<file path="config.mk">
export PLATFORM = sky130hd
export DESIGN_NAME = popcount_accumulator
export DESIGN_NICKNAME = d
export VERILOG_FILES = /design/src/rtl/popcount_accumulator.sv
export SDC_FILE = /design/constraint.sdc
export NUM_CORES = 1
export LEC_CHECK = 0
export CAP_MARGIN = 20
export CORE_MARGIN = 4
export CORE_UTILIZATION = 50
export CTS_CLUSTER_SIZE = 12
export DETAILED_ROUTE_END_ITERATION = 6
export HOLD_SLACK_MARGIN = 0.03
export PLACE_DENSITY = 0.89
export RECOVER_POWER = 50
export SYNTH_ARGS = -nofsm -noshare
export SYNTH_HDL_FRONTEND = slang
export SYNTH_SLANG_ARGS = --single-unit
</file>
<file path="constraint.sdc">
create_clock -name clk -period 3.05 [get_ports clk]
set_input_delay 0.61 -clock clk [delete_from_list [all_inputs] [get_ports clk]]
set_output_delay 0.61 -clock clk [all_outputs]
set_load 0.01 [all_outputs]
</file>
<file path="src/rtl/popcount_accumulator.sv">
// popcount_accumulator
// Sums NUM_CH successive 4-bit popcounts (one 3x3 XNOR window per channel) into a
// neuron pre-activation and compares it against a threshold to give the sign bit.
//
// Handshake: a transfer happens on a rising edge where valid and ready are both high.
// The producer holds in_cnt stable while in_valid is high and in_ready is low. The
// result (out_sum/out_bit) is held, with out_valid high, until out_ready is seen.
// in_ready is combinational from the state and out_ready, so a held result and the
// next beat can both move in the same cycle.
module popcount_accumulator #(
   parameter int NUM_CH = 16,
   parameter int ACC_W  = 8
) (
   input  logic             clk,
   input  logic             rst_n,
   input  logic             clr,
   input  logic [ACC_W-1:0] threshold,
   input  logic             in_valid,
   output logic             in_ready,
   input  logic [3:0]       in_cnt,
   output logic             out_valid,
   input  logic             out_ready,
   output logic [ACC_W-1:0] out_sum,
   output logic             out_bit,
   output logic             err,
   output logic             fsm_state
);

   // The accumulator cannot overflow when its range exceeds the largest total (9 per beat).
   if (NUM_CH < 1) begin : g_bad_num_ch
      $error("popcount_accumulator: NUM_CH must be at least 1");
   end
   if ((64'd1 << ACC_W) <= 64'(9 * NUM_CH)) begin : g_bad_acc_w
      $error("popcount_accumulator: ACC_W too narrow for 9*NUM_CH");
   end

   localparam int BEAT_W = (NUM_CH > 1) ? $clog2(NUM_CH) : 1;
   localparam logic [BEAT_W-1:0] LAST_BEAT = BEAT_W'(NUM_CH - 1);

   typedef enum logic {
      ACCUM = 1'b0,
      HOLD  = 1'b1
   } state_t;

   state_t             state, state_next;
   logic [ACC_W-1:0]   acc;
   logic [BEAT_W-1:0]  beat;
   logic               illegal;
   logic [3:0]         cnt;
   logic [ACC_W-1:0]   sum;
   logic               accept;
   logic               last;

   // Clamp out-of-range popcounts to the largest legal value of a 3x3 window.
   always_comb begin
      illegal = (in_cnt > 4'd9);
      cnt     = illegal ? 4'd9 : in_cnt;
      sum     = acc + ACC_W'(cnt);
      last    = (beat == LAST_BEAT);
   end

   // Handshake decode; a beat offered during clr is dropped.
   always_comb begin
      in_ready  = (state == ACCUM) || out_ready;
      out_valid = (state == HOLD);
      accept    = in_valid && in_ready && !clr;
      fsm_state = state;
   end

   // Next state: enter HOLD on the last beat, leave it when the result retires
   // unless that same cycle delivered another complete result (NUM_CH == 1).
   always_comb begin
      state_next = state;
      if (clr) begin
         state_next = ACCUM;
      end else begin
         case (state)
            ACCUM: if (accept && last) state_next = HOLD;
            HOLD:  if (out_ready) state_next = (accept && last) ? HOLD : ACCUM;
            default: state_next = ACCUM;
         endcase
      end
   end

   // State register.
   always_ff @(posedge clk or negedge rst_n) begin
      if (!rst_n) state <= ACCUM;
      else        state <= state_next;
   end

   // Accumulator, beat counter, result registers and sticky error flag.
   always_ff @(posedge clk or negedge rst_n) begin
      if (!rst_n) begin
         acc     <= '0;
         beat    <= '0;
         out_sum <= '0;
         out_bit <= 1'b0;
         err     <= 1'b0;
      end else if (clr) begin
         // Result registers keep their last value; only out_valid drops.
         acc  <= '0;
         beat <= '0;
         err  <= 1'b0;
      end else if (accept) begin
         if (illegal) err <= 1'b1;
         if (last) begin
            out_sum <= sum;
            out_bit <= (sum >= threshold);
            acc     <= '0;
            beat    <= '0;
         end else begin
            acc  <= sum;
            beat <= beat + 1'b1;
         end
      end
   end

endmodule

</file>
; ---- Yosys cells after proc, flatten, opt, wreduce, memory -nomap -nowiden
; Index checks and enable logic that the tools add are counted.
[op_classes]
n_addsub = 2
n_mul = 0
n_div = 0
n_lt_le_gt_ge = 2
eq_ne = 1
shift = 0
n_mux = 14
n_bitwise = 2
reduce_logical = 9
[ops]
columns = op, n
row1 = two-way mux 8 bit, 3
row2 = two-way mux 4 bit, 4
row3 = adder 8 x 4 -> 8 bit, 1
row4 = greater-or-equal comparator 8 bit, 1
row5 = two-way mux 1 bit, 6
row6 = adder 4 x 1 -> 4 bit (second input constant), 1
row7 = == test 4 bit (second input constant), 1
row8 = > comparator 4 bit (second input constant), 1
row9 = nonzero test 2 bit, 2
row10 = logical AND 1 bit, 3
row11 = AND reduction 3 bit, 1
row12 = inverter 1 bit, 2
row13 = one-hot mux 1 bit (2 select lines), 1
row14 = AND reduction 2 bit, 1
row15 = zero test 1 bit, 1
row16 = logical OR 1 bit, 1
[word_totals]
ff_bits = 23
latchBits = 0
mem_bits_rw = 0
romBits = 0
wordCells = 36
n_memories = 0

; ---- Logic depth before layout (Yosys ltp)
; Gate-level depths: netlist of the first run.
[logic_depth]
ltp_word = 9
mapped_depth = 13

; ---- Worst setup path after synthesis of the first run
; Ideal clock, no wire load.
[synth_timing]
kind = input -> register
start = input port in_cnt[1]
end = register out_bit
setup_ns = 0.082
arrival_ns = 2.970
t_required_ns = 2.968
path_slack_ns = -0.002
stages = 12
cell_sequence = o21ai_0 > nand2b_1 > ha_1 > fa_1 > a21o_1 > a21oi_2 > nor2_1 > xor2_1 > ha_1 > nand4_1 > or3_1 > a31oi_1
[synth_between]
elab_chain_cells = 4
[synth_rtl]
columns = item, line
row1 = from (decl), 20  ; input logic [3:0] in_cnt,
row2 = > comparator 4 bit, 56  ; illegal = (in_cnt > 4'd9);
row3 = two-way mux 4 bit *, 57  ; cnt = illegal ? 4'd9 : in_cnt;
row4 = adder 8 x 4 -> 8 bit *, 58  ; sum = acc + ACC_W'(cnt);
row5 = via sum[6], 50  ; logic [ACC_W-1:0] sum;
row6 = greater-or-equal comparator 8 bit *, 108  ; out_bit <= (sum >= threshold);
row7 = to (signal assigned), 108
row8 = to (decl), 24  ; output logic out_bit,
; Mark *: on every way through the listed nets, which the timed path passes. The rest lies on a longest branch.
; A chain may end at the register's enable or synchronous reset.

; ---- Final worst setup path of the first run
[layout_timing]
start = input port in_cnt[0]
end = register out_bit
; Same word-level chain as after synthesis.

==> summary.md, run 1 <==
| Metric | Value |
|---|---|
| Crit Path Class | `primary input to flip-flop` |
| DP Area | `0.00180 sq mm` |
| CTS Hold Bufs | `0` |
| Die Y | `60.8 um` |
| Mapped Area | `0.00140 sq mm` |
| Rows | `18` |
| Vias | `~1100` |
| DRT Pass-1 Iters | `4` |
| Synth Instances | `between 100 and 150` |
| Slowest cell on the critical path | `clkdlybuf4s50_1` |
| Dpl ws | `-0.552 ns` |
| Buffers & Inverters on Critical Path | `1` |
| Worst IR Drop VDD | `0.369 mV` |
| Unrepaired setup endpoints after global routing | `no` |
| Worst-Skew Late Latency | `0.33 ns` |
| CP Cell Sequence | `clkdlybuf4s50_1 > nand2b_1 > ha_2 > fa_2 > a21o_1 > a21oi_2 > nor2_1 > xor2_1 > ha_1 > nand4_1 > or3_1 > a31oi_1` |
| Crit Path Max Fanout | `2` |
| CP required | `~3.3 ns` |
| Die area | `0.00370 sq mm` |
| Critical Path AT | `3.11 ns` |
| Clk slew on worst S/H paths | `~0.13 ns` |
| Relative slew slack | `between 10% and 20%` |
| DPL Wire Length | `2360 um` |
| Worst r2r src | `acc[0]$_DFFE_PN0P_` |
| Lkg Pwr | `between 0.9 and 1 nW` |
| Async SR Flop Fraction | `100%` |
| Routed WL | `3070 um` |
| Share of layout cells above drive strength 1 | `between 10% and 20%` |
| Initial antenna violation count | `0` |
| WL per Instance | `14.9 um` |
| Mapped Nets | `163` |
| Synth warnings | `0` |
| WP depth | `12` |
| Origin of the worst setup path | `in_cnt[0]` |
| Slew Viols, Final | `0` |
| Final GP Congestion | `0.881` |
| Core area | `0.00257 sq mm` |
| Worst setup endpoint | `out_bit$_DFFE_PN0P_` |
| Die X | `60.8 um` |
| # H-tree levels | `1` |
| Num CTS Buffers | `3` |
| I/O Buffers | `29` |
| Crit path time final | `2.85 ns` |
| CTS tree | `done` |
| Hold_ws | `between 0.4 and 0.5 ns` |
| Detailed Route Iter0 Violations | `19` |
| Crit. End Element | `flip-flop` |
| Vias per cell | `5.52` |
| Setup violations, final | `0` |
| # diodes | `0` |
| Pwr Density | `348 mW/mm^2` |
| Number of global-route vias before repair | `1228` |
| Clk buf depth | `2` |
| Status | `complete, no violations` |
| Yosys reg bits | `23` |
| CP top delay family | `adder cells` |
| ANT nets after route | `0` |
| Worst hold path type | `flip-flop to flip-flop` |
| Sequential area share after synthesis | `about two fifths` |
| First-pass GRT wire length | `5510 um` |
| R2R depth | `10` |
| Area growth syn-to-layout | `32.3%` |
| # DRC | `0` |
| GRT overflow | `0` |
| Largest net degree at the start of global routing | `24` |
| Global-route usage over all layers | `20.0%` |
| Final Hold Fails | `0` |
| Main synth FF type | `dfrtp_1` |
| Worst-margin pin slew | `1.25 ns` |
| TritonCTS Sinks | `23` |
| FMAX | `351 MHz` |
| Netlist cell types | `37` |
| Setup TNS | `0 ns` |
| Startpoint Class | `primary input` |
| CTS Root Buffer Type | `clkbuf_4` |
| Fin area | `0.00185 sq mm` |
| Post-synth EDFFs | `0` |
| Mean area per synthesized cell | `10.6 sq um` |
| Clk_skew | `0.00691 ns` |
| Worst path max stage delay | `slightly below 0.4 ns` |
| Initial core utilization | `54.4%` |
| IO Pins | `30` |
| Setup ws final | `0.200 ns` |
| # Max-Cap Violations | `0` |
| Flop2flop setup slack | `0.59 ns` |
| Critical R2R Capture | `out_bit$_DFFE_PN0P_` |
| Nets | `208` |
| Crit share post-route | `between 90% and 100%` |
synth_stat cells, types with 2 or more instances:
cell type	n	area (sq um)
mux2_1	3	33.8
a211oi_1	2	15.0
xor2_1	3	26.3
nor2_1	8	30.0
nand2b_1	3	18.8
or3_1	2	12.5
dfrtp_1	23	576
a21o_1	4	30.0
nor2b_1	2	12.5
nand4_1	2	12.5
a21oi_2	2	17.5
nand2_1	7	26.3
o21ai_1	3	15.0
inv_1	9	33.8
o31ai_1	2	15.0
a21oi_1	5	25.0
clkbuf_1	2	7.51
nand3_1	3	15.0
a22o_1	4	35.0
buf_4	3	22.5
mux2_2	4	45.0
xnor2_1	4	35.0
o21ai_0	5	25.0
a31oi_1	2	12.5
ha_1	13	163
routing by layer:
layer / share of wire [%] / GRT usage, % / vias up / routed length, um
met5: 0 / 0 / - / 0
met4: 0.88 / 4.95 / 0 / 27
met3: 6.7 / 5.74 / 4 / 206
met2: 49 / 35.4 / 29 / 1510
li1: - / - / 558 / -
met1: 43 / 23.9 / 546 / 1330
sequential cells by signal, indices dropped and copies added, names as in the netlist:
name and flops:
beat 4, out_bit 1, out_sum 8, acc 8
err 1, fsm_state 1
how the worst min path moves through the flow:
stage,to,startpoint,cells after the start
after floorplan,acc[0]$_DFFE_PN0P_,rst_n,0
after global placement,beat[3]$_DFFE_PN0P_,beat[3]$_DFFE_PN0P_,1
after detailed placement,beat[3]$_DFFE_PN0P_,beat[3]$_DFFE_PN0P_,1
after CTS,beat[3]$_DFFE_PN0P_,beat[3]$_DFFE_PN0P_,1
after global routing,beat[3]$_DFFE_PN0P_,beat[3]$_DFFE_PN0P_,1
final,beat[3]$_DFFE_PN0P_,beat[3]$_DFFE_PN0P_,1
logic make-up after synthesis:
kind of cell | Yosys count | synth area share [%]
AO/OA/AOI/OAI | 32 | 15.9
AND/OR/NAND/NOR | 32 | 13.0
flip-flops | 23 | 41.2
buffers and inverters | 16 | 5.73
adder cells (fa/ha/maj) | 14 | 13.1
multiplexers | 8 | 6.72
XOR/XNOR | 7 | 4.39
layout by cell type, fill, tap and decap left out, types with 2 or more instances in the layout:
cell type        netlist  routed
dlymetal6s2s_1         0       3
o21ai_0                5       4
dlygate4sd3_1          0       3
o31ai_1                2       2
dfrtp_1               23      23
clkbuf_4               0       3
a211oi_1               2       2
mux2_1                 3       3
xnor2_1                4       4
nand4_1                2       2
a21oi_1                5       6
nand2_1                7       8
nand3_1                3       3
inv_1                  9       9
nor2_1                 8       8
clkbuf_1               2       2
o21ai_1                3       3
buf_4                  3      17
a31oi_1                2       2
or3_1                  2       2
clkdlybuf4s50_1        0      23
mux2_2                 4       4
nand2b_1               3       3
ha_1                  13      12
a21o_1                 4       4
a22o_1                 4       4
xor2_1                 3       3
report_power, final:
group | switching, mW | internal [mW] | total, mW
Clock | 0.0995 | 0.0514 | 0.151
Combinational | 0.0747 | 0.0907 | 0.165
Sequential | 0.00995 | 0.316 | 0.326
layout make-up:
type	count	area (sq um)
timing repair buffer	47	429
fill	209	719
clock buffer	4	26.3
sequential	23	576
inverter	9	33.8
tap	30	37.5
multi-input combinational	93	746
per-stage QoR:
stage,total power [mW],util [%],cells
2_1_floorplan,0.415,-,132
3_3_place_gp,0.488,70.0,200
3_5_place_dp,0.497,70.0,200
4_1_cts,0.648,71.6,205
5_1_grt,0.678,72.0,206
6_report,0.643,72.0,206
timing repair:
| action | 4_1_cts | 5_1_grt |
|---|---|---|
| hold endpoints to repair | 0 | 0 |
| pin swaps | 3 | 5 |
| setup endpoints to repair | 1 | 1 |
| setup buffers | 1 | 1 |
| gates resized for setup | 3 | 5 |
No activity file was read; power rests on OpenSTA's default activity.
==> run 2, diff against run 1 <==
--- a/config.mk
+++ b/config.mk
@@ -11,7 +11,7 @@
 export CTS_CLUSTER_SIZE = 12
 export DETAILED_ROUTE_END_ITERATION = 6
 export HOLD_SLACK_MARGIN = 0.03
-export PLACE_DENSITY = 0.89
+export PLACE_DENSITY = 0.84
 export RECOVER_POWER = 50
 export SYNTH_ARGS = -nofsm -noshare
 export SYNTH_HDL_FRONTEND = slang
==> summary.md, run 2 (same netlist as run 1, synthesis figures left out) <==
| Metric | Value |
|---|---|
| Crit Path Class | `primary input to flip-flop` |
| Global-route usage over all layers | `18.5%` |
| Worst r2r src | `acc[0]$_DFFE_PN0P_` |
| Final Hold Fails | `0` |
| Die Y | `60.8 um` |
| Final GP Congestion | `0.912` |
| Relative slew slack | `17.5%` |
| Largest net degree at the start of global routing | `24` |
| Core area | `roughly 0.0026 sq mm` |
| Hold_ws | `about 0.48 ns` |
| Worst hold path type | `flip-flop to flip-flop` |
| Die X | `60.8 um` |
| Commonest non-fill, non-tap cells in the layout | `dfrtp_1 (23), clkdlybuf4s50_1 (23), buf_4 (18), ha_1 (12), inv_1 (9)` |
| Rows | `18` |
| Multi-input combinational cell area | `771 sq um` |
| Pwr Density | `between 300 and 400 mW/mm^2` |
| # Max-Cap Violations | `0` |
| Crit Path Max Fanout | `2` |
| GRT overflow | `0` |
| Detailed Route Iter0 Violations | `52` |
| Initial antenna violation count | `0` |
| Nets | `between 200 and 250` |
| First-pass GRT wire length | `roughly 5100 um` |
| Lkg Pwr | `0.947 nW` |
| Num CTS Buffers | `3` |
| I/O Buffers | `29` |
| Critical Path AT | `3.10 ns` |
| Clk buf depth | `2` |
| Dpl cells | `197` |
| Clk slew on worst S/H paths | `roughly 0.13 ns` |
| Fill cell count | `roughly 180` |
| Fin area | `0.00187 sq mm` |
| Hold Path Origin | `beat[3]$_DFFE_PN0P_` |
| Flop2flop setup slack | `0.60 ns` |
| DPL Wire Length | `2280 um` |
| Routed WL | `3170 um` |
| Top flop regs | `acc x8, out_sum x8, beat x4` |
| Startpoint Class | `primary input` |
| Worst-Skew Late Latency | `0.31 ns` |
| DP Area | `0.00178 sq mm` |
| Initial core utilization | `54.4%` |
| Setup ws final | `0.153 ns` |
| Worst hold path stage count | `1` |
| Crit share post-route | `between 90% and 100%` |
| Unrepaired setup endpoints after global routing | `no` |
| # diodes | `0` |
| # DRC | `0` |
| # H-tree levels | `1` |
| FMAX | `roughly 350 MHz` |
| Vias | `1133` |
| Die area | `0.00370 sq mm` |
| Area growth syn-to-layout | `34.2%` |
| Crit path time final | `2.90 ns` |
| R2R depth | `12` |
| Status | `complete, no violations` |
| Dpl ws | `-0.571 ns` |
| IO Pins | `30` |
| Vias per cell | `5.47` |
| CTS Root Buffer Type | `clkbuf_4` |
| Crit. End Element | `flip-flop` |
| TritonCTS Sinks | `23` |
| Critical R2R Capture | `out_bit$_DFFE_PN0P_` |
| Reg area | `576 sq um` |
| Clk_skew | `0.00877 ns` |
| WL per Instance | `15.3 um` |
| Slew Viols, Final | `0` |
| Number of global-route vias before repair | `1140` |
| CTS tree | `done` |
| Hold endpoint | `beat[3]$_DFFE_PN0P_` |
| ANT nets after route | `0` |
| Setup violations, final | `0` |
| DRT Pass-1 Iters | `4` |
| Finished Layout Cells | `207` |
| Worst IR Drop VDD | `0.253 mV` |
| CP required | `about 3.3 ns` |
| Share of layout cells above drive strength 1 | `22.0%` |
| Worst-margin pin slew | `1.24 ns` |
[run 2: metrics by stage]
step / total power [mW] / setup TNS [ns] / utilization [%]
2_1_floorplan: 0.415 / 0 / -
5_1_grt: 0.679 / 0 / 73.0
3_5_place_dp: 0.490 / -0.721 / 69.2
4_1_cts: 0.636 / 0 / 71.3
6_report: 0.641 / 0 / 73.0
3_3_place_gp: 0.484 / -0.387 / 69.2
[run 2: worst max-delay path by stage]
stage / startpoint / to / cells after the start
floorplan: in_cnt[1] / out_bit$_DFFE_PN0P_ / 12
global placement: in_cnt[1] / out_bit$_DFFE_PN0P_ / 13
detailed placement: in_cnt[1] / out_bit$_DFFE_PN0P_ / 13
CTS: in_cnt[3] / out_bit$_DFFE_PN0P_ / 13
global route: in_cnt[0] / out_bit$_DFFE_PN0P_ / 14
finish: in_cnt[0] / out_bit$_DFFE_PN0P_ / 14
[run 2: layout make-up]
type / instances / share of cell area, %
Sequential cell: 23 / 30.7
Clock inverter: 1 / 0.267
Clock buffer: 3 / 1.20
Multi-Input combinational cell: 93 / 41.1
Inverter: 9 / 1.80
Tap cell: 30 / 2.00
Timing Repair Buffer: 48 / 22.9
[run 2: power by group]
part | internal [mW] | switching, mW | total [mW]
registers | 0.316 | 0.0108 | 0.327
clock network | 0.0489 | 0.0914 | 0.140
logic | 0.0937 | 0.0795 | 0.173
total | 0.459 | 0.182 | 0.641
[run 2: what timing repair did]
| action | 4_1_cts | 5_1_grt |
|---|---|---|
| setup buffers | 3 | 3 |
| hold buffers | 0 | 0 |
| resized for setup | 6 | 5 |
| endpoints found under the hold margin | 0 | 0 |
| setup endpoints to repair | 1 | 1 |
| pin swaps | 6 | 8 |
[run 2: routing by layer]
layer | GRT usage, % | part of all wire [%] | vias up
li1 | - | - | 555
met1 | 23.7 | 42 | 551
met2 | 32.8 | 52 | 23
met3 | 2.34 | 4.5 | 4
met4 | 5.26 | 0.98 | 0
met5 | 0 | 0 | -
[run 2: worst max-delay path: stages]
cell and delay, ns:
clkdlybuf4s50_1 0.43, nand2b_4 0.16, ha_4 0.17, fa_2 0.39, a21o_1 0.18, a21oi_2 0.14
nor2_1 0.07, xor2_1 0.15, ha_1 0.29, buf_4 0.14, nand2_1 0.05, nor2_1 0.04
a211oi_1 0.17, a31oi_1 0.11
